[config.mk]
export PLATFORM = sky130hd
export DESIGN_NAME = legal_move_enumerator
export DESIGN_NICKNAME = d
export VERILOG_FILES = /design/src/rtl/legal_move_enumerator.sv
export SDC_FILE = /design/constraint.sdc
export NUM_CORES = 1
export LEC_CHECK = 0
export BUFFER_PORTS_ARGS = -buffer_cell sky130_fd_sc_hd__buf_4
export CAP_MARGIN = 20
export CORE_AREA = 2 2 663 665
export CTS_BUF_LIST = sky130_fd_sc_hd__clkbuf_4
export DETAILED_ROUTE_END_ITERATION = 7
export DIE_AREA = 0 0 665 667
export SLEW_MARGIN = 5
export SYNTH_ARGS = -nofsm -noshare
export SYNTH_HDL_FRONTEND = slang
export SYNTH_SLANG_ARGS = --single-unit
[constraint.sdc]
create_clock -name clk -period 2.35 [get_ports clk]
set_clock_uncertainty 0.2 [all_clocks]
set_input_delay 0.1175 -clock clk [delete_from_list [all_inputs] [get_ports clk]]
set_output_delay 0.1175 -clock clk [all_outputs]
set_load 0.02 [all_outputs]
[src/rtl/legal_move_enumerator.sv]
// Walks every (from, to) square pair of a latched position through an external
// move verifier and streams the accepted pairs out over a valid/ready handshake.
module legal_move_enumerator #(
  parameter int CNT_W = 8
) (
  input  logic             clk,
  input  logic             rst_n,
  input  logic             start,
  input  logic             abort,
  input  logic             side,
  input  logic [767:0]     position,
  input  logic [63:0]      en_passant,
  output logic [2:0]       mv_from_x,
  output logic [2:0]       mv_from_y,
  output logic [2:0]       mv_to_x,
  output logic [2:0]       mv_to_y,
  output logic             mv_promo,
  output logic             mv_side,
  output logic [767:0]     mv_position,
  output logic [63:0]      mv_en_passant,
  input  logic             mv_is_valid,
  input  logic [3:0]       mv_piece,
  output logic             out_valid,
  input  logic             out_ready,
  output logic [5:0]       out_from,
  output logic [5:0]       out_to,
  output logic [3:0]       out_piece,
  output logic             busy,
  output logic             done,
  output logic [CNT_W-1:0] move_count
);

  typedef enum logic [2:0] {IDLE, SCAN_FROM, SCAN_TO, EMIT, FINISH} state_t;

  state_t         state, state_next;
  logic [5:0]     from_idx, to_idx;
  logic           side_q;
  logic [767:0]   pos_q;
  logic [63:0]    ep_q;
  logic [63:0]    own_mask;
  logic           from_own;
  state_t         adv_state;

  always_comb begin
    own_mask = '0;
    for (int k = 0; k < 6; k++)
      own_mask |= side_q ? pos_q[64*k +: 64] : pos_q[64*(k+6) +: 64];
  end

  assign from_own = own_mask[from_idx];

  // Where the scan goes once the current (from, to) pair is finished with.
  always_comb begin
    if (to_idx != 6'd63)        adv_state = SCAN_TO;
    else if (from_idx != 6'd63) adv_state = SCAN_FROM;
    else                        adv_state = FINISH;
  end

  // NOTE: sequential state uses non-blocking assignments so every flop samples
  // pre-edge values; combinational blocks use blocking with a default first.
  always_ff @(posedge clk or negedge rst_n) begin
    if (!rst_n) state <= IDLE;
    else        state <= state_next;
  end

  always_comb begin
    state_next = state;
    if (abort) state_next = IDLE;
    else begin
      unique case (state)
        IDLE:      if (start) state_next = SCAN_FROM;
        SCAN_FROM: begin
          if (from_own)               state_next = SCAN_TO;
          else if (from_idx == 6'd63) state_next = FINISH;
        end
        SCAN_TO:   state_next = mv_is_valid ? EMIT : adv_state;
        EMIT:      if (out_ready) state_next = adv_state;
        FINISH:    state_next = IDLE;
        default:   state_next = IDLE;
      endcase
    end
  end

  always_ff @(posedge clk or negedge rst_n) begin
    if (!rst_n) begin
      from_idx   <= '0;
      to_idx     <= '0;
      side_q     <= 1'b0;
      pos_q      <= '0;
      ep_q       <= '0;
      out_from   <= '0;
      out_to     <= '0;
      out_piece  <= '0;
      move_count <= '0;
    end else if (!abort) begin
      unique case (state)
        IDLE: if (start) begin
          side_q     <= side;
          pos_q      <= position;
          ep_q       <= en_passant;
          from_idx   <= '0;
          to_idx     <= '0;
          move_count <= '0;
        end
        SCAN_FROM: begin
          if (from_own)               to_idx   <= '0;
          else if (from_idx != 6'd63) from_idx <= from_idx + 6'd1;
        end
        SCAN_TO: begin
          if (mv_is_valid) begin
            out_from  <= from_idx;
            out_to    <= to_idx;
            out_piece <= mv_piece;
          end else begin
            to_idx <= to_idx + 6'd1;
            if (to_idx == 6'd63 && from_idx != 6'd63) from_idx <= from_idx + 6'd1;
          end
        end
        EMIT: if (out_ready) begin
          move_count <= move_count + CNT_W'(1);
          to_idx     <= to_idx + 6'd1;
          if (to_idx == 6'd63 && from_idx != 6'd63) from_idx <= from_idx + 6'd1;
        end
        default: ;
      endcase
    end
  end

  always_comb begin
    busy          = (state != IDLE);
    done          = (state == FINISH);
    out_valid     = (state == EMIT);
    mv_from_x     = from_idx[2:0];
    mv_from_y     = from_idx[5:3];
    mv_to_x       = to_idx[2:0];
    mv_to_y       = to_idx[5:3];
    mv_promo      = 1'b0;
    mv_side       = side_q;
    mv_position   = pos_q;
    mv_en_passant = ep_q;
  end

endmodule

==> results.cfg, run 1 <==
[placed_design]
place_hpwl_um = 378000
place_congestion = 0.987
post-place-ws_ns = -1.57
portBuffers = 1714

[clocking]
cts_resized = 1902
clkSinkCount = 872
cts_root_buf = clkbuf_4
htree_levels = 5
cts_setup_buffers = 170
numCtsBuffers = 287
clk_path_buf_depth = 4
hold_buffers = 2274

[yosys]
syn_nets = 3222
synth.avg_cell_area_um2 = 14.9
synth_seq_cells = 872
async_reset_ff_frac = 1.00
synth_ff_type = dfrtp_1
synth_edf_count = 0
syn_inst = 2376
yosys_warnings = 0
synth_cell_types = 73
ys_seq_area_frac = 0.617
syn_area_um2 = 35300

[status]
error_line = [ERROR RSZ-0060] Max buffer count reached.
failed_stage = 4_1_cts
run_status = did not finish

[floorplanning]
start_util = 0.0809
fp.dieH_um = 667
rows = 243
io_pins = 1716
die_x_um = 665
-- cell usage after synthesis, types with 3 or more instances --
cell type / n / area share
inv_1: 8 / 0.00085
nand3_1: 43 / 0.0061
and3_1: 3 / 0.00053
nor4_1: 112 / 0.020
nand4_1: 8 / 0.0014
nor3_1: 55 / 0.0078
clkbuf_1: 15 / 0.0016
o41ai_1: 4 / 0.00099
nor2b_1: 6 / 0.0011
or4_1: 36 / 0.0076
or3_1: 4 / 0.00071
a21oi_1: 23 / 0.0033
nor2_1: 69 / 0.0073
a311oi_1: 9 / 0.0022
a31o_2: 3 / 0.00074
or4_4: 3 / 0.00096
mux2_2: 849 / 0.27
buf_6: 5 / 0.0016
a221oi_1: 5 / 0.0012
nand2b_1: 6 / 0.0011
dfrtp_1: 872 / 0.62
a211oi_1: 8 / 0.0017
ha_1: 3 / 0.0011
xor2_1: 5 / 0.0012
and2_1: 3 / 0.00053
buf_4: 6 / 0.0013
a31oi_1: 24 / 0.0042
a32oi_1: 5 / 0.0012
nand2_1: 31 / 0.0033
buf_2: 95 / 0.013
o21ai_0: 8 / 0.0011
-- metrics by stage --
stage / std cells / setup TNS (ns) / instance area, um^2
detailed placement: 10800 / -22.80 / 63800
floorplan: 2376 / -31.94 / 35400
global placement: 10800 / -30.01 / 63800
-- cells by family after synthesis --
logic type                 share of synthesized area
adders and majority gates                    0.00106
buffers and inverters                         0.0188
muxes                                          0.273
and+or+nand+nor                               0.0609
xor gates and xnor gates                     0.00173
other                                       0.000106
DFF                                            0.617
AOI/OAI and AO/OA                             0.0270
==> run 2: changes to the inputs <==
Settings changed: CORE_AREA 2 2 663 665 to 2 2 678 680, CTS_BUF_LIST sky130_fd_sc_hd__clkbuf_4 to unset, DIE_AREA 0 0 665 667 to 0 0 680 682, PLACE_DENSITY_LB_ADDON set to 0.15.
Clock period 2.35 ns to 3.1 ns, I/O delays scaled along.
==> run 2 against run 1 <==
The flow now finishes, with violations (negative setup slack). Synthesized area stayed put. Synthesized cell count did not move.
==> results.cfg, run 2 <==
[setup_path]
path_class = reg -> reg
required_ns = 3.59
cp_max_fo = 13
startpoint_type = register
arrival_ns = 3.94
path_buf_inv = 5
cp_slowest_cell = dfrtp_4
crit_chain = buf_12, buf_16, buf_12, a311o_2, a311oi_4, o221ai_4, buf_12, o211ai_4, a21oi_4, buf_6, o21ai_0, o21ai_2
max_stage_delay_ns = 0.50
crit_family = compound AO/OA/AOI/OAI gates
crit_path_end_kind = register
crit_top_cell = buf_12

[placed_design]
post-place-ws_ns = -0.980
place_congestion = 0.914
place_hpwl_um = 324000
portBuffers = 1714

[clocking]
cts_tree = built
clkSinkCount = 872
clk_path_buf_depth = 4
path_clk_slew_ns = 0.06
cts_root_buf = clkbuf_16
clkLatencyLatePin_ns = 0.86
htree_levels = 4
numCtsBuffers = 140

[sta]
fin_setup_tns_ns = -4.08
max_freq_mhz = 290
timing.final.crit_share = 1.11
setup_violations = 15
worst_pin_slew_ns = 0.770
period_needed_ns = 3.44
rsz0062_at_grt = true
slew_violations = 0
setup_ws_ns = -0.345
relSlewSlack = 0.483
final_hold_viol_count = 0

[grt]
antenna_found_initial = 343
grt_pass1_vias = 40500
track_usage = 0.155
grt_max_degree = 64
grt_first_pass_wirelength_um = 466000
gr-total-overflow = 0

[yosys]
syn_area_um2 = 35300
synth.avg_cell_area_um2 = 14.9
syn_inst = 2376
synth_top_family_by_area = multiplexers
syn_nets = 3222
yosys.area.top_type = dfrtp_1
ys_seq_area_frac = 0.617
synth_ff_type = dfrtp_1
synth-adder-area-share = 0.00106
yosysMostFrequentCell = dfrtp_1
synth_edf_count = 0
synth_commonest_cells = dfrtp_1 (872), mux2_2 (849), nor4_1 (112)
synth_compound_area_frac = 0.0270
synthTopCellsByArea = dfrtp_1 (62%), mux2_2 (27%), nor4_1 (2.0%), buf_2 (1.3%), nor3_1 (0.78%)
async_reset_ff_frac = 1.00
synthSimpleGateAreaFrac = 0.0609
synth_cell_types = 73
synth.top_cell.area_share = 0.617
yosys_warnings = 0
yosys.area_share.xor_xnor = 0.00173
synthMuxAreaShare = 0.273
synth_seq_cells = 872

[pwr]
p_sw_frac = 0.444
leakage_uw = 0.0343
power_density_nw_per_um2 = 1010
vdd_drop_max_uv = 436
clock_power_share = 0.201
p_switching_uw = 36200
p_int_uw = 45400
p_seq_frac = 0.285
p_comb_frac = 0.514

[floorplanning]
start_util = 0.0773
die_x_um = 680
fp.dieH_um = 682
rows = 249
die-area_um2 = 464000
io_pins = 1716
core_um2 = 457000

[final_layout]
final_common_cell = buf_4
area_growth_pct = 129
largest_reg_flops = 768
drive_gt1_frac = 0.542
fillers = 50900
fin_nets = 7058
most-common-layout-cells = buf_4 (2192), dlygate4sd3_1 (1543), dfrtp_1 (867)

[route]
viasPerCell = 3.11
drc = 0
drt_iter0_drc = 1920
totalWireLength_um = 373000
drt-pass1-iter-count = 5
postRouteAntennaNets = 0
vias = 38700
wire_per_inst_um = 30.0

[status]
violations = negative setup slack
run_status = finished with violations

[run]
cap_violations = 0

[min_path]
hp-class = in -> reg
==> run 2: stage by stage <==
stage | total power [uW] | utilization | hold WS [ns] | std cells | area [um^2]
after floorplan | 36100 | - | -0.341 | 2376 | 35300
after global placement | 63700 | 0.131 | 0.0842 | 10500 | 60000
after detailed placement | 63600 | 0.131 | 0.0875 | 10500 | 60100
after CTS | 83400 | 0.176 | 0.000218 | 12300 | 80400
after global routing | 85500 | 0.176 | 0.00679 | 12400 | 80700
final | 81600 | 0.177 | 0.0565 | 12400 | 80900
==> run 2: final cells by class <==
cell class                 instances  area, um^2  area share
antenna                          107         268     0.00331
clock buffer                     201        4110      0.0508
clock inverter                    37         412     0.00509
inverter                           8        30.0    0.000371
multi-input combinational       1375       13300       0.164
sequential                       872       21800       0.270
tap                             6024        7540      0.0932
timing repair buffer            3815       33400       0.413
==> run 2: path summary, 6_finish.rpt <==
path	startpoint	to	slack [ns]	cells past startpoint
max in group asynchronous	rst_n	mv_position[40]$_DFFE_PN0P_	1.84	3
max reg2reg	from_idx[0]$_DFFE_PN0P_	to_idx[1]$_DFFE_PN0P_	-0.34	12
min reg2reg	out_to[1]$_DFFE_PN0P_	out_to[1]$_DFFE_PN0P_	0.31	1
min in group asynchronous	rst_n	mv_position[331]$_DFFE_PN0P_	0.08	3
max	from_idx[0]$_DFFE_PN0P_	to_idx[1]$_DFFE_PN0P_	-0.34	12
min	position[573]	mv_position[573]$_DFFE_PN0P_	0.06	3
==> run 2: cell families (layout without fill, tap and decap cells) <==
kind of cell	Yosys count	in the layout
other	1	108
AND/OR/NAND/NOR	387	387
buffers and inverters	129	4061
adder cells (fa/ha/maj)	3	3
multiplexers	854	854
AO/OA/AOI/OAI	123	123
flip-flops	872	872
XOR/XNOR	7	7
==> run 2: tightest hold or removal path, stage by stage <==
cell and delay [ns]:
dlygate4sd3_1 0.61, buf_4 0.14, mux2_2 0.13
==> run 2: timing repair <==
action / in CTS / in global routing
pin swaps: 9 / 11
hold buffers: 1544 / 0
cloned: 0 / 0
endpoints found under the hold margin: 1497 / 0
endpoints found under the setup margin: 15 / 42
resized for setup: 46 / 30
setup buffers: 4 / 7
==> run 2: power groups by stage <==
stage | combinational, uW | clock, uW | sequential [uW]
2_1_floorplan | 8120 | 0 | 28000
3_3_place_gp | 40300 | 0 | 23400
3_5_place_dp | 40200 | 0 | 23400
4_1_cts | 42900 | 17100 | 23400
5_1_grt | 44000 | 17500 | 24100
6_report | 42000 | 16400 | 23300
==> run 2: per-layer routing <==
layer  global-route usage  up-vias  wire (um)
met5                    0        -        714
met2                0.255     1721     173000
met1                0.195    19500     159000
met4               0.0334      106       9840
li1                     -    16700          -
met3               0.0525      578      30000
Power figures use the tool's default switching activity.
